`config.mk`:
```
export PLATFORM = sky130hd
export DESIGN_NAME = uart_bus_responder
export DESIGN_NICKNAME = d
export VERILOG_FILES = /design/src/rtl/uart_bus_responder.sv
export SDC_FILE = /design/constraint.sdc
export NUM_CORES = 1
export LEC_CHECK = 0
export CORE_MARGIN = 10
export CORE_UTILIZATION = 35
export CTS_CLUSTER_DIAMETER = 40
export DETAILED_ROUTE_END_ITERATION = 10
export PLACE_DENSITY = 0.55
export SLEW_MARGIN = 40
export SYNTH_ARGS = -nofsm -noshare
export SYNTH_HDL_FRONTEND = slang
export SYNTH_SLANG_ARGS = --single-unit
```
`constraint.sdc`:
```
create_clock -name CLK -period 6.1 [get_ports CLK]
set_input_delay 0.61 -clock CLK [delete_from_list [all_inputs] [get_ports CLK]]
set_output_delay 0.61 -clock CLK [all_outputs]
set_load 0.005 [all_outputs]
```
`src/rtl/uart_bus_responder.sv`:
```
// ============================================================================
// Module   : uart_bus_responder
// Purpose  : Bus-side UART responder. Answers CPU serial-port accesses made
//            through rdn/wrn strobes on the shared RAM1 data bus, transmits
//            from a one-byte holding register through an 8N1 shift register,
//            and buffers received 8N1 bytes in a small FIFO.
// Config   : `define UART_RESP_LOOPBACK_EN routes internal txd into the
//            receiver instead of the rxd pin (txd pin still toggles).
// Revision : 1.0 - initial release
// ============================================================================
`default_nettype none

module uart_bus_responder #(
   parameter int CLKS_PER_BIT = 434,   // even, >= 4
   parameter int RX_DEPTH     = 4      // power of 2, >= 2
) (
   input  logic       CLK,
   input  logic       RST,
   input  logic       rdn,
   input  logic       wrn,
   input  logic [7:0] bus_data_in,
   output logic [7:0] bus_data_out,
   output logic       bus_data_oe,
   output logic       data_ready,
   output logic       tbre,
   output logic       tsre,
   output logic       rx_overrun,
   output logic       txd,
   input  logic       rxd
);

   localparam int            CW        = $clog2(CLKS_PER_BIT);
   localparam int            AW        = $clog2(RX_DEPTH);
   localparam logic [CW-1:0] BIT_LAST  = CW'(CLKS_PER_BIT - 1);
   localparam logic [CW-1:0] HALF_LAST = CW'(CLKS_PER_BIT / 2 - 1);
   localparam logic [AW:0]   FULL_CNT  = (AW + 1)'(RX_DEPTH);

   localparam logic [1:0] S_IDLE  = 2'd0;
   localparam logic [1:0] S_START = 2'd1;
   localparam logic [1:0] S_DATA  = 2'd2;
   localparam logic [1:0] S_STOP  = 2'd3;

   // ---------------------------------------------------------------------
   // Bus strobe edge detection
   // ---------------------------------------------------------------------
   logic rdn_q, wrn_q;
   logic rd_req, wr_req;

   // Delay the strobes one cycle so their rising edges can be found.
   always_ff @(posedge CLK or negedge RST) begin
      if (!RST) begin
         rdn_q <= 1'b1;
         wrn_q <= 1'b1;
      end else begin
         rdn_q <= rdn;
         wrn_q <= wrn;
      end
   end

   assign rd_req = rdn & ~rdn_q;
   assign wr_req = wrn & ~wrn_q;

   // ---------------------------------------------------------------------
   // Transmitter
   // ---------------------------------------------------------------------
   logic [1:0]    tx_state, tx_next;
   logic [CW-1:0] tx_cnt;
   logic [2:0]    tx_bit;
   logic [7:0]    tx_shift, thr;
   logic          thr_full, tsre_q;
   logic          tx_load, txd_int;
   logic          tx_bit_end;

   assign tx_bit_end = (tx_cnt == BIT_LAST);

   // TX state register.
   always_ff @(posedge CLK or negedge RST) begin
      if (!RST) tx_state <= S_IDLE;
      else      tx_state <= tx_next;
   end

   // TX next state; a full THR at the end of STOP chains straight into START.
   always_comb begin
      tx_next = tx_state;
      case (tx_state)
         S_IDLE:  if (thr_full) tx_next = S_START;
         S_START: if (tx_bit_end) tx_next = S_DATA;
         S_DATA:  if (tx_bit_end && tx_bit == 3'd7) tx_next = S_STOP;
         S_STOP:  if (tx_bit_end) tx_next = thr_full ? S_START : S_IDLE;
         default: tx_next = S_IDLE;
      endcase
   end

   // TX outputs: line level and shift-register load strobe.
   always_comb begin
      txd_int = 1'b1;
      tx_load = 1'b0;
      case (tx_state)
         S_IDLE:  tx_load = thr_full;
         S_START: txd_int = 1'b0;
         S_DATA:  txd_int = tx_shift[0];
         S_STOP:  tx_load = tx_bit_end & thr_full;
         default: txd_int = 1'b1;
      endcase
   end

   // TX datapath: bit timer, shifter, holding register and empty flags.
   always_ff @(posedge CLK or negedge RST) begin
      if (!RST) begin
         tx_cnt   <= '0;
         tx_bit   <= 3'd0;
         tx_shift <= 8'h00;
         thr      <= 8'h00;
         thr_full <= 1'b0;
         tsre_q   <= 1'b1;
      end else begin
         if (tx_load) begin
            tx_shift <= thr;
            tx_cnt   <= '0;
            tx_bit   <= 3'd0;
            tsre_q   <= 1'b0;
         end else begin
            if (tx_state == S_IDLE || tx_bit_end) tx_cnt <= '0;
            else                                   tx_cnt <= tx_cnt + 1'b1;
            if (tx_state == S_DATA && tx_bit_end) begin
               tx_shift <= {1'b0, tx_shift[7:1]};
               tx_bit   <= tx_bit + 3'd1;
            end
            if (tx_state == S_STOP && tx_bit_end) tsre_q <= 1'b1;
         end
         // Load only happens with THR full, writes only land with THR empty.
         if (tx_load) begin
            thr_full <= 1'b0;
         end else if (wr_req && !thr_full) begin
            thr      <= bus_data_in;
            thr_full <= 1'b1;
         end
      end
   end

   assign txd  = txd_int;
   assign tbre = ~thr_full;
   assign tsre = tsre_q;

   // ---------------------------------------------------------------------
   // Receiver
   // ---------------------------------------------------------------------
   logic          rx_src, rx_meta, rx_sync, rx_prev;
   logic [1:0]    rx_state, rx_next;
   logic [CW-1:0] rx_cnt;
   logic [2:0]    rx_bit;
   logic [7:0]    rx_shift;
   logic          rx_bit_end, rx_half, rx_push_req;

`ifdef UART_RESP_LOOPBACK_EN
   assign rx_src = txd_int;
`else
   assign rx_src = rxd;
`endif

   // Two-flop synchronizer plus one history flop for falling-edge detect.
   always_ff @(posedge CLK or negedge RST) begin
      if (!RST) begin
         rx_meta <= 1'b1;
         rx_sync <= 1'b1;
         rx_prev <= 1'b1;
      end else begin
         rx_meta <= rx_src;
         rx_sync <= rx_meta;
         rx_prev <= rx_sync;
      end
   end

   assign rx_bit_end = (rx_cnt == BIT_LAST);
   assign rx_half    = (rx_cnt == HALF_LAST);

   // RX state register.
   always_ff @(posedge CLK or negedge RST) begin
      if (!RST) rx_state <= S_IDLE;
      else      rx_state <= rx_next;
   end

   // RX next state; a high mid-start sample is a glitch and is abandoned.
   always_comb begin
      rx_next = rx_state;
      case (rx_state)
         S_IDLE:  if (rx_prev && !rx_sync) rx_next = S_START;
         S_START: if (rx_half) rx_next = rx_sync ? S_IDLE : S_DATA;
         S_DATA:  if (rx_bit_end && rx_bit == 3'd7) rx_next = S_STOP;
         S_STOP:  if (rx_bit_end) rx_next = S_IDLE;
         default: rx_next = S_IDLE;
      endcase
   end

   // RX output: a byte is offered to the FIFO on a valid (high) stop sample.
   always_comb begin
      rx_push_req = 1'b0;
      if (rx_state == S_STOP) rx_push_req = rx_bit_end & rx_sync;
   end

   // RX datapath: sample timer and LSB-first deserializer.
   always_ff @(posedge CLK or negedge RST) begin
      if (!RST) begin
         rx_cnt   <= '0;
         rx_bit   <= 3'd0;
         rx_shift <= 8'h00;
      end else begin
         case (rx_state)
            S_START: rx_cnt <= rx_half ? '0 : rx_cnt + 1'b1;
            S_DATA, S_STOP: rx_cnt <= rx_bit_end ? '0 : rx_cnt + 1'b1;
            default: rx_cnt <= '0;
         endcase
         if (rx_state == S_IDLE) rx_bit <= 3'd0;
         if (rx_state == S_DATA && rx_bit_end) begin
            rx_shift <= {rx_sync, rx_shift[7:1]};
            rx_bit   <= rx_bit + 3'd1;
         end
      end
   end

   // ---------------------------------------------------------------------
   // RX FIFO
   // ---------------------------------------------------------------------
   logic [7:0]    mem [RX_DEPTH];
   logic [AW-1:0] wr_ptr, rd_ptr;
   logic [AW:0]   count, count_next;
   logic          fifo_full, push, pop;
   logic          ready_q, overrun_q;

   assign fifo_full = (count == FULL_CNT);
   assign pop       = rd_req & (count != '0);
   assign push      = rx_push_req & (~fifo_full | pop);

   // Occupancy after this cycle's push/pop.
   always_comb begin
      count_next = count;
      if (push && !pop)      count_next = count + 1'b1;
      else if (pop && !push) count_next = count - 1'b1;
   end

   // FIFO storage; contents are don't-care until pushed.
   always_ff @(posedge CLK) begin
      if (push) mem[wr_ptr] <= rx_shift;
   end

   // FIFO pointers, count, registered ready flag and sticky overrun.
   always_ff @(posedge CLK or negedge RST) begin
      if (!RST) begin
         wr_ptr    <= '0;
         rd_ptr    <= '0;
         count     <= '0;
         ready_q   <= 1'b0;
         overrun_q <= 1'b0;
      end else begin
         if (push) wr_ptr <= wr_ptr + 1'b1;
         if (pop)  rd_ptr <= rd_ptr + 1'b1;
         count   <= count_next;
         ready_q <= (count_next != '0);
         if (rx_push_req && fifo_full && !pop) overrun_q <= 1'b1;
      end
   end

   assign data_ready   = ready_q;
   assign rx_overrun   = overrun_q;
   assign bus_data_out = (count != '0) ? mem[rd_ptr] : 8'h00;
   assign bus_data_oe  = ~rdn & RST;

endmodule

`default_nettype wire

```
==> impl_metrics.py <==
metrics = {
    "clock_network": {
        "clock_latency_ns": 0.35,
        "clk_path_buf_depth": 2,
        "clkTransAtPathRegs_ns": 0.07,
        "cts_root_buffer": "clkbuf_16",
        "numCtsBuffers": 9,
        "cts_resized": 0,
        "hold_buffers": 0,
        "cts_tree": "done",
        "htreeDepth": 3,
        "post-cts-setup-buffers": 0,
        "clock-sinks": 100,
    },
    "final_layout": {
        "fillerInstances": 1226,
        "register_area_mm2": 0.00267,
        "area_growth_pct": 15.6,
        "drive_above_1_share": 0.191,
        "n_antenna_cell": 0,
        "fin_nets": 411,
        "multi_input_area_mm2": 0.00181,
        "fin_util": 0.416,
    },
    "grt": {
        "antenna_found_initial": 0,
        "grt_pass1_wl_mm": 13.5,
        "grt-ovfl-total": 0,
        "grt_pass1_vias": 2789,
        "grt_use_total": 0.0909,
        "grt_max_degree": 69,
    },
    "floorplan": {
        "num_rows": 41,
        "core_area_mm2": 0.0127,
        "die_w_um": 134,
        "die_h_um": 134,
        "start_util": 0.360,
        "ios": 27,
        "dieArea_mm2": 0.0181,
    },
    "logic_synthesis": {
        "synth_common_cells": "62 x dfrtp_1, 32 x edfxtp_1, 31 x mux2_2",
        "ys_types": 53,
        "synthMostInstantiatedCell": "dfrtp_1",
        "synth.area.top_cells": "dfrtp_1 34%, edfxtp_1 21%, mux2_2 7.6%, ha_1 5.7%, mux4_2 3.9%",
        "synth-seq-cells": 100,
        "yosysWarnings": 0,
        "netlist_instances": 350,
        "synth_top_area_cell": "dfrtp_1",
        "yosysTopAreaCellShare": 0.339,
        "syn_nets": 384,
        "synthArstFlopShare": 0.680,
        "synth_ff_type": "dfrtp_1",
        "seq_area_frac_synth": 0.583,
        "synth_edf_count": 32,
        "synth_area_mm2": 0.00458,
        "avgSynthCellArea_um2": 13.1,
    },
    "timing": {
        "rsz0062_at_grt": "no",
        "fin_setup_tns_ns": 0,
        "slew_headroom": 0.494,
        "fin_hold_ws_ns": 0.356,
        "layout_min_cycle_time_ns": 2.87,
        "worstMarginPinSlew_ns": 0.753,
        "drv_slew": 0,
        "clock_skew_ns": 0.00903,
        "hold_viol": 0,
        "min_period_over_period": 0.470,
        "max_freq_mhz": 349,
        "setup_violations": 0,
    },
    "critical_path": {
        "slowest_delay_ns": 0.72,
        "crit_family": "flip-flops",
        "cp-startpoint": "rd_ptr[0]",
        "critPathLaunchType": "flip-flop",
        "cp_max_fo": 10,
        "worst_ep_arrival_time_ns": 2.26,
        "reg2reg_from": "tx_cnt[3]",
        "crit_required_ns": 5.49,
        "end_kind": "output port",
        "timing.critical_path.cells": "mux4_2 -> and2_1 -> clkdlybuf4s50_1",
        "crit_type": "reg -> out",
        "path_buf_inv": 1,
        "slowest_stage": "dfrtp_1",
    },
    "pwr": {
        "irDropWorstVdd_mv": 0.188,
        "cellPowerDensity_mw_per_mm2": 300,
        "seqPwrFrac": 0.522,
        "power.internal_uw": 1140,
        "pwr-share-comb": 0.146,
        "pwr-share-clk": 0.332,
        "leakage_uw": 0.00226,
        "p_sw_uw": 445,
        "swShare": 0.281,
    },
    "route": {
        "route.detailed.drc": 0,
        "topRoutingLayerUsed": "met4",
        "drt_pass1_iterations": 4,
        "viasPerCell": 4.80,
        "vias": 2657,
        "met1_length_mm": 3.65,
        "drt_iter0_markers": 121,
        "wl_met3_um": 317,
        "wl_per_cell_um": 13.8,
        "wl_met2_mm": 3.52,
        "postRouteWirelength_mm": 7.62,
        "ant_nets": 0,
    },
    "hold_path": {
        "hp-start": "rx_meta",
        "hold_path.class": "reg -> reg",
    },
    "placement": {
        "portBuffers": 26,
        "place_congestion": 0.741,
        "dp_hpwl_mm": 5.34,
    },
    "flow_run": {
        "maxCapViolations": 0,
    },
    "outcome": {
        "status": "completed",
    },
}
-- routing by layer --
layer / track usage / vias up
met4: 0.0399 / 0
met3: 0.0306 / 10
met5: 0 / -
met1: 0.110 / 1299
li1: - / 1309
met2: 0.143 / 39
-- layout make-up --
class | count | share of cell area
Clock buffer | 9 | 0.0426
Clock inverter | 7 | 0.00970
Inverter | 14 | 0.00994
Multi-Input combinational cell | 225 | 0.342
Sequential cell | 100 | 0.505
Tap cell | 172 | 0.0407
Timing Repair Buffer | 27 | 0.0504
-- layout by cell type (no fill, tap or decap), types with 2 or more instances in the layout --
cell type,count
a21oi_1,10
a22oi_1,2
a31oi_1,4
and2_1,9
and3_1,8
clkbuf_16,9
clkdlybuf4s50_1,25
clkinv_2,2
clkinvlp_4,2
dfrtp_1,62
dfstp_2,6
edfxtp_1,32
ha_1,21
inv_1,14
inv_6,2
mux2_2,31
mux2i_1,2
mux4_2,8
nand2_1,22
nand2b_1,3
nand3_1,14
nand4bb_1,2
nor2_1,28
nor2b_1,3
nor3_1,2
nor3_4,2
nor4_1,3
o21ai_0,7
o21bai_1,2
or2_2,2
or3_1,2
xnor2_1,9
xor2_1,8
-- power groups by stage --
| stage | Sequential [uW] | Combinational (uW) | Clock, uW |
|---|---|---|---|
| detailed placement | 845 | 235 | 0 |
| CTS | 831 | 236 | 548 |
| global placement | 842 | 231 | 0 |
| finish | 828 | 232 | 526 |
| global route | 845 | 266 | 577 |
| floorplan | 787 | 214 | 0 |
-- flip-flops by register name (all words and copies together) (netlist names), 3 cells and up, named ones only --
| signal | flops |
|---|---|
| mem | 32 |
| rx_cnt | 9 |
| tx_cnt | 9 |
| rx_shift | 8 |
| thr | 8 |
| tx_shift | 8 |
| count | 3 |
| rx_bit | 3 |
| tx_bit | 3 |
-- cells by family after synthesis --
group                      share of synthesized area
and+or+nand+nor                                0.128
AOI/OAI and AO/OA                             0.0560
muxes                                          0.120
xor gates and xnor gates                      0.0325
buffers and inverters                         0.0230
adders and majority gates                     0.0574
DFF                                            0.583
-- worst reg2reg max path, delay by kind of cell, from the launching register on --
family,cells,cell delay (ns)
flops,1,0.43
simple gates,3,1.43
mux,1,0.41
compound gates,1,0.17
-- final timing paths --
kind	end	slack, ns	cells past startpoint
min	rx_sync	0.36	0
min reg2reg	rx_sync	0.36	0
min in group asynchronous	tx_shift[7]	0.39	2
max reg2reg	tx_shift[5]	3.55	5
max	bus_data_out[2]	3.23	3
max in group asynchronous	rx_state[0]	5.28	2
-- per-stage QoR --
step / area [um^2] / setup WS, ns / instances / total power (uW)
after CTS: 5280 / 3.16 / 554 / 1610
after detailed placement: 5010 / 3.32 / 538 / 1080
after global placement: 5000 / 3.44 / 538 / 1070
final: 5290 / 3.23 / 554 / 1590
after floorplan: 4580 / 3.88 / 350 / 1000
after global routing: 5290 / 3.06 / 554 / 1690
(Power assumes the default switching activity.)
==> RTL edit (same settings) <==
The parameter `CLKS_PER_BIT` goes from 434 to 1736.
--- a/src/rtl/uart_bus_responder.sv
+++ b/src/rtl/uart_bus_responder.sv
@@ -13,3 +13,3 @@
 module uart_bus_responder #(
-   parameter int CLKS_PER_BIT = 434,   // even, >= 4
+   parameter int CLKS_PER_BIT = 1736,   // even, >= 4
    parameter int RX_DEPTH     = 4      // power of 2, >= 2
Function: no difference found for any inputs over 10 cycles, from zero or initial values and one cycle with RST low; that may be too few to reach the edited logic, so the function may still have changed.
==> RTL edit against the original RTL <==
Setup slack gained 0.032 ns; highest routed layer unchanged; design area grew 5.6%; first-iteration DRC count shrank 5.0%; synthesized area grew 6.0%; wire length grew 10%; largest cell class unchanged; non-clock buffer count is the same; sequential cell count grew 4; power grew 5.1%.
==> RTL edit: results (changes against the original RTL) <==
** Place
- Worst setup timing slack at the placement stage :: 3.11 ns (-0.217 ns)
- The half-perimeter wire length after detailed placement came to 5.66 mm (+6.2%).
- Gp weighted congestion :: 0.793 (+7.0%)

** Global route
- The met2 demand-to-capacity share in global routing was 13.8% (-0.54 points).
- Global-route wire length before repair :: 14.1 mm (+4.6%)
- All-layer global routing usage :: 9.19% (+0.099 points)
- Met1 track demand over resource in global routing :: 12.3% (+1.2 points)
- The met3 routing resource usage after global routing was 3.10% (+0.033 points).

** Worst setup path
- Endpoint of the lowest-slack register-to-register path :: mem[1][5]$_DFFE_PP_
- Startpoint of the lowest-slack register-to-register path :: rx_cnt[4]$_DFF_PN0_
- Highest cell delay on the worst timing path :: 0.70 ns (-0.02 ns)
- The flop-to-flop setup slack came to 3.41 ns (-0.14 ns).
- In this run the worst setup path terminates at bus_data_out[1].

** Pwr
- Proportion of power drawn by the clock network :: 34.2% (+1.0 points)
- The standby leakage power came to 2.39 nW (+6.0%).

** Detailed routing
- Met2 wirelength from detailed routing :: 3.73 mm (+6.1%)
- The routed length per placed instance is 14.5 microns (+5.3%).
- The total via count after detailed routing is 2854 (+7.4%).
- The routed wire length on met3 is 392 microns (+24%).
- The wire length on met1 is 4.16 mm (+14%).

** Layout
- The proportion of layout cells with a drive suffix above 1 came to 18.4% (-0.75 points).
- Fillers :: 1266 (+3.3%)
- Post-layout net count :: 428 (+4.1%)

** Logic synthesis
- After synthesis, the cell types taking the most area are dfrtp_1 34%, edfxtp_1 20%, mux2_2 4.6%.
- The xor and xnor fraction of the mapped netlist area is 4.15% (+0.90 points).
- The multiplexer fraction of the synthesized cell area came to 12.9% (+0.90 points).
- Complex-gate fraction of the synthesized area :: 5.24% (-0.37 points)
- In the synthesized netlist, the cells that appear most often are 66 x dfrtp_1, 32 x edfxtp_1, 27 x nor2_1.
- Proportion of synthesized chip area in sequential cells :: 57.1% (-1.2 points)
- The post-synthesis cell type count was 56 (+5.7%).

** Run status
- The run finished with clean final reports.

** Hold path
- Hold crit path type :: input port to async pin

** Timing
- Achievable Freq :: 0.353 GHz (+1.1%)
-- RTL edit: through the flow --
step | hold slack, ns | cell area (sq um) | cells
finish | 0.291 | 5590 | 579
global route | 0.337 | 5590 | 579
CTS | 0.314 | 5580 | 578
detailed placement | 0.356 | 5290 | 562
global placement | 0.356 | 5280 | 562
floorplan | 0.314 | 4850 | 370
-- RTL edit: final cells by class --
type | count | area share, %
clock buffer | 9 | 4.03
clock inverter | 7 | 1.25
inverter | 11 | 0.739
multi-input combinational | 245 | 35.7
sequential | 104 | 49.6
tap | 176 | 3.94
timing repair buffer | 27 | 4.77
-- RTL edit: cells by family (layout without fill, tap and decap cells) --
family / count (synthesis) / count (layout)
xor gates and xnor gates: 23 / 23
buffers and inverters: 21 / 54
muxes: 44 / 44
AOI/OAI and AO/OA: 35 / 35
and+or+nand+nor: 126 / 126
adders and majority gates: 17 / 17
DFF: 104 / 104
